===== src/rtl/preg_release_queue.sv =====
// Buffers freed physical register tags from commit and returns them to the free list in order.
// Illegal tags are dropped, flagged in a sticky error, and counted.
module preg_release_queue #(
  parameter int DEPTH    = 16,
  parameter int PREG_MIN = 32,
  parameter int PREG_MAX = 159
) (
  input  logic                       clk,
  input  logic                       reset,
  input  logic                       rel_valid,
  input  logic [7:0]                 rel_preg,
  output logic                       rel_ready,
  input  logic                       hold,
  output logic                       fl_valid,
  output logic [7:0]                 fl_data,
  input  logic                       fl_ready,
  output logic [$clog2(DEPTH):0]     count,
  output logic                       idle,
  output logic                       err,
  output logic [7:0]                 drop_cnt
);

  localparam int AW = $clog2(DEPTH);
  localparam int CW = AW + 1;
  localparam logic [CW-1:0] DEPTH_C = CW'(DEPTH);
  localparam logic [7:0]    TAG_MIN = 8'(PREG_MIN);
  localparam logic [7:0]    TAG_MAX = 8'(PREG_MAX);

  function automatic logic tag_legal(input logic [7:0] tag);
    tag_legal = (tag >= TAG_MIN) && (tag <= TAG_MAX);
  endfunction

  logic [7:0]    mem_q [DEPTH];
  logic [AW-1:0] rd_ptr_q, rd_ptr_d;
  logic [AW-1:0] wr_ptr_q, wr_ptr_d;
  logic [CW-1:0] count_q, count_d;
  logic          err_q, err_d;
  logic [7:0]    drop_cnt_q, drop_cnt_d;

  logic accept_s, push_s, drop_s, pop_s;

  // Handshake decode and next-state computation; reset masks both handshakes.
  always_comb begin
    rel_ready  = (count_q < DEPTH_C);
    accept_s   = rel_valid && rel_ready && !reset;
    push_s     = accept_s && tag_legal(rel_preg);
    drop_s     = accept_s && !tag_legal(rel_preg);
    fl_valid   = (count_q != {CW{1'b0}}) && !hold;
    pop_s      = fl_valid && fl_ready && !reset;
    rd_ptr_d   = rd_ptr_q;
    wr_ptr_d   = wr_ptr_q;
    count_d    = count_q;
    err_d      = err_q || drop_s;
    drop_cnt_d = drop_cnt_q;

    if (push_s) begin
      wr_ptr_d = wr_ptr_q + AW'(1);
    end else begin
      wr_ptr_d = wr_ptr_q;
    end

    if (pop_s) begin
      rd_ptr_d = rd_ptr_q + AW'(1);
    end else begin
      rd_ptr_d = rd_ptr_q;
    end

    case ({push_s, pop_s})
      2'b10:   count_d = count_q + CW'(1);
      2'b01:   count_d = count_q - CW'(1);
      default: count_d = count_q;
    endcase

    if (drop_s && (drop_cnt_q != 8'hFF)) begin
      drop_cnt_d = drop_cnt_q + 8'd1;
    end else begin
      drop_cnt_d = drop_cnt_q;
    end
  end

  // Output decode from registered state.
  always_comb begin
    count    = count_q;
    err      = err_q;
    drop_cnt = drop_cnt_q;
    idle     = (count_q == {CW{1'b0}}) && !accept_s;
    if (count_q == {CW{1'b0}}) begin
      fl_data = 8'h00;
    end else begin
      fl_data = mem_q[rd_ptr_q];
    end
  end

  // Control state; buffered entries are discarded by clearing pointers and count.
  always_ff @(posedge clk or posedge reset) begin
    if (reset) begin
      rd_ptr_q   <= {AW{1'b0}};
      wr_ptr_q   <= {AW{1'b0}};
      count_q    <= {CW{1'b0}};
      err_q      <= 1'b0;
      drop_cnt_q <= 8'h00;
    end else begin
      rd_ptr_q   <= rd_ptr_d;
      wr_ptr_q   <= wr_ptr_d;
      count_q    <= count_d;
      err_q      <= err_d;
      drop_cnt_q <= drop_cnt_d;
    end
  end

  // Tag storage; contents are don't-care once the pointers are reset.
  always_ff @(posedge clk) begin
    if (push_s) begin
      mem_q[wr_ptr_q] <= rel_preg;
    end
  end

endmodule

===== config.mk =====
export PLATFORM = sky130hd
export DESIGN_NAME = preg_release_queue
export DESIGN_NICKNAME = d
export VERILOG_FILES = /design/src/rtl/preg_release_queue.sv
export SDC_FILE = /design/constraint.sdc
export NUM_CORES = 1
export LEC_CHECK = 0
export BUFFER_PORTS_ARGS = -buffer_cell sky130_fd_sc_hd__buf_2
export CORE_MARGIN = 8
export CORE_UTILIZATION = 60
export DETAILED_ROUTE_END_ITERATION = 8
export PLACE_DENSITY = 0.76
export RECOVER_POWER = 50
export SYNTH_ARGS = -nofsm -noshare
export SYNTH_HDL_FRONTEND = slang
export SYNTH_SLANG_ARGS = --single-unit

===== constraint.sdc =====
create_clock -name clk -period 8.8 [get_ports clk]
set_input_delay 2.2 -clock clk [delete_from_list [all_inputs] [get_ports clk]]
set_output_delay 2.2 -clock clk [all_outputs]
set_load 0.01 [all_outputs]

==> flow_metrics.env, run 1 <==
export IMPL_die_area_um2=13900
export IMPL_whs_ns=0.479
export IMPL_setup_tns_ns=0
export IMPL_yosysMostFrequentCell="edfxtp_1"
export IMPL_drc=0
export IMPL_fin_crit_sh=0.581
export IMPL_start_kind="flop"
export IMPL_final_area_um2=7100
export IMPL_ir_drop_mv=0.170
export IMPL_synth_edf_count=128
export IMPL_synth_area_um2=6230
export IMPL_arrival_ns=2.92
export IMPL_synth_compound_area_frac=0.0319
export IMPL_area_delta_synth_final_pct=14.0
export IMPL_layout_min_cycle_time_ns=5.12
export IMPL_worst_pin_slew_ns=0.991
export IMPL_synth_cells=343
export IMPL_fin_nets=412
export IMPL_wl_um=11900
export IMPL_synth_top_area_cell="edfxtp_1"
export IMPL_yosysSeqAreaShare=0.705
export IMPL_groute_usage_overall=0.184
export IMPL_netlist_top_cells_count="edfxtp_1 (128), mux4_2 (29), dfrtp_1 (22)"
export IMPL_avgSynthCellArea_um2=18.2
export IMPL_yosys_area_share_xor_xnor=0.0225
export IMPL_yosys_warnings=0
export IMPL_slew_headroom=0.340
export IMPL_gp_congestion=0.731
export IMPL_dieWidth_um=118
export IMPL_grt_setup_unrepaired="false"
export IMPL_numCtsBuffers=17
export IMPL_core_rowCount=37
export IMPL_netlist_area_leader_share=0.617
export IMPL_num_vias=3206
export IMPL_grt_pass1_wl_um=19400
export IMPL_setup_violations=0
export IMPL_yosys_most_used_dff="edfxtp_1"
export IMPL_cp_required_ns=6.60
export IMPL_hold_viol=0
export IMPL_postCtsSetupBuffers=0
export IMPL_port_buffers=37
export IMPL_place_area_um2=6520
export IMPL_post_route_util=0.697
export IMPL_slew_viol_final=0
export IMPL_grt_pass1_vias=3485
export IMPL_die_h_um=118
export IMPL_drive_gt1_frac=0.237
export IMPL_path_clk_slew_ns=0.06
export IMPL_via_per_inst=5.97
export IMPL_root_buffer="clkbuf_8"
export IMPL_synth_top_family_by_area="multiplexers"
export IMPL_finClkSkew_ns=0.00640
export IMPL_yosys_area_share_simple=0.0554
export IMPL_antennaDiodeCount=0
export IMPL_synth_area_leaders="edfxtp_1 (62%), mux4_2 (10%), dfrtp_1 (8.8%)"
export IMPL_power_density_nw_per_um2=312
export IMPL_antenna_found_initial=0
export IMPL_dpl_hpwl_um=7380
export IMPL_status="completed"
export IMPL_initial_core_util=0.612
export IMPL_grt_overflow=0
export IMPL_clk_latency_ns=0.52
export IMPL_synth_async_reset_ratio=0.147
export IMPL_routedWlPerCell_um=22.2
export IMPL_syn_nets=367
export IMPL_first_pass_iters=4
export IMPL_cts_repair_resized=0
export IMPL_tritoncts="done"
export IMPL_hold_path_class="flop to flop"
export IMPL_synthAdderAreaFrac=0.0233
export IMPL_coreArea_um2=10200
export IMPL_ys_seq_elements=150
export IMPL_ant_nets=0
export IMPL_clk_path_buf_depth=2
export IMPL_synth_cell_types=38
export IMPL_h_tree_depth=4
export IMPL_top_level_ports=38
export IMPL_drt_iter0_drc=300
export IMPL_crit_fanout=35
export IMPL_critPathKind="flop to output pin"
export IMPL_p_leak_nw=2.47
export IMPL_max_cap_viol_count=0
export IMPL_grt_max_degree=36
export IMPL_cts_sinks=150
export IMPL_synth_area_mux_share=0.138
export IMPL_worstSetupEndpointType="output pin"
export IMPL_postCtsHoldBufs=0
export IMPL_fmax_mhz=195
-- worst max-delay path: stages, from the launching register on --
cell and delay (ns):
dfrtp_2 1.02, mux4_2 0.61, nor2b_1 0.15, a211oi_1 0.29
a211oi_1 0.11, buf_2 0.20
-- stage by stage --
step | setup slack [ns] | instances | total power, W
CTS | 3.59 | 537 | 0.00224
detailed placement | 3.43 | 505 | 0.00151
global placement | 3.63 | 505 | 0.00149
global route | 3.44 | 537 | 0.00232
floorplan | 3.96 | 343 | 0.00135
finish | 3.68 | 537 | 0.00222
-- metal layers --
layer / wire [µm] / global-route usage / up-vias
met3: 696 / 0.0532 / 11
met1: 5050 / 0.233 / 1644
li1: - / - / 1447
met2: 6070 / 0.300 / 104
met4: 120 / 0.0600 / 0
met5: 0 / 0 / -
-- cell families after synthesis --
logic type,after synthesis
muxes,44
adders and majority gates,11
DFF,150
buffers and inverters,26
and+or+nand+nor,68
xor gates and xnor gates,16
AOI/OAI and AO/OA,28
-- cell type report --
cell class | instances | area (µm²)
clock buffer | 18 | 418
clock inverter | 14 | 184
fill | 663 | 3080
inverter | 9 | 33.8
multi-input combinational | 167 | 1680
sequential | 150 | 4400
tap | 136 | 170
timing repair buffer | 43 | 219
-- flip-flops by register name, indices dropped and copies added (netlist names) --
register / count
drop_cnt: 8
err: 1
count: 5
mem_q: 128
wr_ptr_q: 4
rd_ptr_q: 4
-- worst paths after layout --
check | startpoint | end | slack, ns | depth (start not counted)
setup / recovery | rd_ptr_q[1] | fl_data[2] | 3.68 | 5
hold / removal | err | err | 0.48 | 1
setup reg to reg | count[4] | count[4] | 5.33 | 9
hold reg to reg | err | err | 0.48 | 1
max in group asynchronous | reset | rd_ptr_q[1] | 6.39 | 2
min in group asynchronous | reset | count[0] | 1.85 | 2
-- report_power, final --
part	switching [W]	internal, W	total, W
registers	0.000129	0.000821	0.000950
logic	0.000255	0.000283	0.000539
clock network	0.000271	0.000457	0.000728
total	0.000655	0.00156	0.00222
-- placed cells by master (no fill, tap or decap), types with 2 or more instances in the layout --
| master | Yosys | layout |
|---|---|---|
| nand2_1 | 12 | 12 |
| o21ai_0 | 5 | 6 |
| clkbuf_1 | 3 | 10 |
| clkbuf_16 | 0 | 16 |
| ha_1 | 10 | 10 |
| clkinvlp_4 | 0 | 3 |
| edfxtp_1 | 128 | 128 |
| inv_1 | 9 | 9 |
| mux2_2 | 2 | 2 |
| nor3_1 | 11 | 11 |
| clkinv_4 | 0 | 3 |
| dfrtp_1 | 22 | 21 |
| nor2b_1 | 9 | 9 |
| buf_2 | 3 | 28 |
| nor3b_1 | 2 | 3 |
| xnor2_1 | 6 | 6 |
| nand3_1 | 4 | 4 |
| mux4_1 | 3 | 3 |
| nor2_1 | 18 | 18 |
| xor2_1 | 10 | 10 |
| nand4_1 | 3 | 3 |
| nand2b_1 | 3 | 3 |
| o21a_1 | 2 | 2 |
| buf_4 | 6 | 6 |
| mux2i_1 | 9 | 9 |
| or3_1 | 2 | 2 |
| clkinv_1 | 0 | 4 |
| a211oi_1 | 16 | 16 |
| nor4_1 | 2 | 2 |
| mux4_2 | 29 | 29 |
| bufinv_16 | 0 | 4 |
(Power assumes the default switching activity.)
==> run 2, diff against run 1 <==
==> constraint.sdc (replaced) <==
create_clock -name clk -period 4.83 [get_ports clk]
set_input_delay 1.2075 -clock clk [delete_from_list [all_inputs] [get_ports clk]]
set_output_delay 1.2075 -clock clk [all_outputs]
set_load 0.01 [all_outputs]
==> run 2 against run 1 <==
Compared with the run above:
- first-iteration DRC count is 8.3% lower
- sequential share of layout area is 0.53 points higher
- worst hold slack worse by 0.0081 ns
- register-to-register slack worse by 4.0 ns
- core utilization is 0.59 points lower
- global-route usage is 0.29 points lower
- via count is 0.87% higher
- largest power group unchanged
==> flow_metrics.env, run 2 (synthesis results as in run 1) <==
export IMPL_status="completed"
export IMPL_die_area_um2=13900
export IMPL_setup_tns_ns=0
export IMPL_grt_overflow=0
export IMPL_nFillCells=650
export IMPL_port_buffers=37
export IMPL_groute_usage_overall=0.181
export IMPL_critPathKind="flop to output pin"
export IMPL_grt_setup_unrepaired="false"
export IMPL_finClkSkew_ns=0.00583
export IMPL_cp_common_cell="a211oi_1"
export IMPL_max_cap_viol_count=0
export IMPL_multiInputGateArea_um2=1680
export IMPL_final_common_cell="edfxtp_1"
export IMPL_cp_required_ns=3.62
export IMPL_whs_ns=0.471
export IMPL_die_h_um=118
export IMPL_h_tree_depth=4
export IMPL_largest_reg_flops=128
export IMPL_postCtsSetupBuffers=0
export IMPL_root_buffer="clkbuf_8"
export IMPL_final_area_um2=7040
export IMPL_layout_common_cells="edfxtp_1 (128), mux4_2 (29), buf_2 (29)"
export IMPL_fin_ws_ns=0.680
export IMPL_dieWidth_um=118
export IMPL_hold_path_endpoint="err"
export IMPL_core_rowCount=37
export IMPL_fin_nets=414
export IMPL_fmax_mhz=241
export IMPL_cts_sinks=150
export IMPL_power_density_nw_per_um2=553
export IMPL_grt_pass1_wl_um=19000
export IMPL_initial_core_util=0.612
export IMPL_grt_pass1_vias=3497
export IMPL_path_clk_slew_ns=0.06
export IMPL_routedWlPerCell_um=22.0
export IMPL_p_leak_nw=2.46
export IMPL_path_cells="buf_4, mux4_1, a211oi_1, a211oi_1, buf_2"
export IMPL_crit_fanout=19
export IMPL_antennaDiodeCount=0
export IMPL_gp_congestion=0.708
export IMPL_num_vias=3234
export IMPL_coreArea_um2=10200
export IMPL_wl_um=11900
export IMPL_start_kind="flop"
export IMPL_ir_drop_mv=0.294
export IMPL_tritoncts="done"
export IMPL_hold_depth=1
export IMPL_ff2ff_path_depth=9
export IMPL_r2r_start="count[4]"
export IMPL_r2r_end="count[4]"
export IMPL_clk_path_buf_depth=2
export IMPL_r2r_setup_slack_ns=1.31
export IMPL_fin_crit_sh=0.859
export IMPL_worstSetupEndpointType="output pin"
export IMPL_power_w=0.00389
export IMPL_place_area_um2=6530
export IMPL_drc=0
export IMPL_dpl_hpwl_um=7510
export IMPL_critPathSlowestCell="dfrtp_2"
export IMPL_hp_start="err"
export IMPL_top_level_ports=38
export IMPL_postCtsHoldBufs=0
export IMPL_largest_register="mem_q"
export IMPL_arrival_ns=2.94
export IMPL_slew_headroom=0.197
export IMPL_regArea_um2=4400
export IMPL_worst_pin_slew_ns=1.21
export IMPL_antenna_found_initial=0
export IMPL_max_stage_delay_ns=0.64
export IMPL_dp_slack_ns=0.687
export IMPL_ant_nets=0
export IMPL_clk_latency_ns=0.52
export IMPL_hold_path_class="flop to flop"
export IMPL_first_pass_iters=4
export IMPL_via_per_inst=6.00
export IMPL_hold_viol=0
export IMPL_layout_min_cycle_time_ns=4.15
export IMPL_grt_max_degree=33
export IMPL_numCtsBuffers=17
export IMPL_drt_iter0_drc=275
export IMPL_cts_repair_resized=0
export IMPL_slew_viol_final=0
export IMPL_drive_gt1_frac=0.231
export IMPL_setup_violations=0
export IMPL_area_delta_synth_final_pct=13.0
run 2: cell count changes in the layout (fill, tap and decap cells not counted):
cell,before,now
or4_4,1,0
clkinv_4,3,1
clkbuf_1,10,12
or4_1,0,1
clkinvlp_4,3,1
buf_4,6,7
mux2_1,0,1
mux2_4,1,0
buf_2,28,29
bufinv_16,4,2
clkinv_2,0,4
run 2: layout make-up:
cell class | instances | area share
Clock buffer | 20 | 0.0604
Clock inverter | 12 | 0.0158
Inverter | 9 | 0.00480
Multi-Input combinational cell | 167 | 0.238
Sequential cell | 150 | 0.624
Tap cell | 136 | 0.0242
Timing Repair Buffer | 45 | 0.0329
run 2: routing by layer:
layer	GRT usage	wire length, µm	vias to the layer above
met5	0	0	-
met4	0.0592	122	0
met3	0.0518	636	13
met2	0.307	6190	105
met1	0.219	4910	1662
li1	-	-	1454
run 2: worst max path at each step:
stage / start / endpoint / slack [ns] / cells after the start
after floorplan: reset / count[4] / 1.04 / 9
after global placement: reset / count[4] / 0.96 / 10
after detailed placement: reset / count[4] / 0.69 / 10
after CTS: rd_ptr_q[1] / fl_data[2] / 0.57 / 5
after global routing: rel_preg[6] / count[4] / 0.36 / 10
final: rd_ptr_q[1] / fl_data[2] / 0.68 / 5
run 2: power breakdown:
group	internal [W]	leakage [nW]	switching [W]
combinational	0.000509	0.773	0.000529
sequential	0.00150	1.42	0.000167
clock	0.000723	0.262	0.000466
total	0.00273	2.46	0.00116
run 2: worst max-delay path, delay by kind of cell, from the launching register on:
family,cells,cell delay (ns)
compound gates,2,0.55
mux,1,0.61
flops,1,0.64
buf+inv,2,0.62
run 2: per-stage QoR:
step	cells	util
final	539	0.692
after global routing	539	0.692
after CTS	539	0.694
after detailed placement	507	0.642
after global placement	507	0.642
after floorplan	343	-
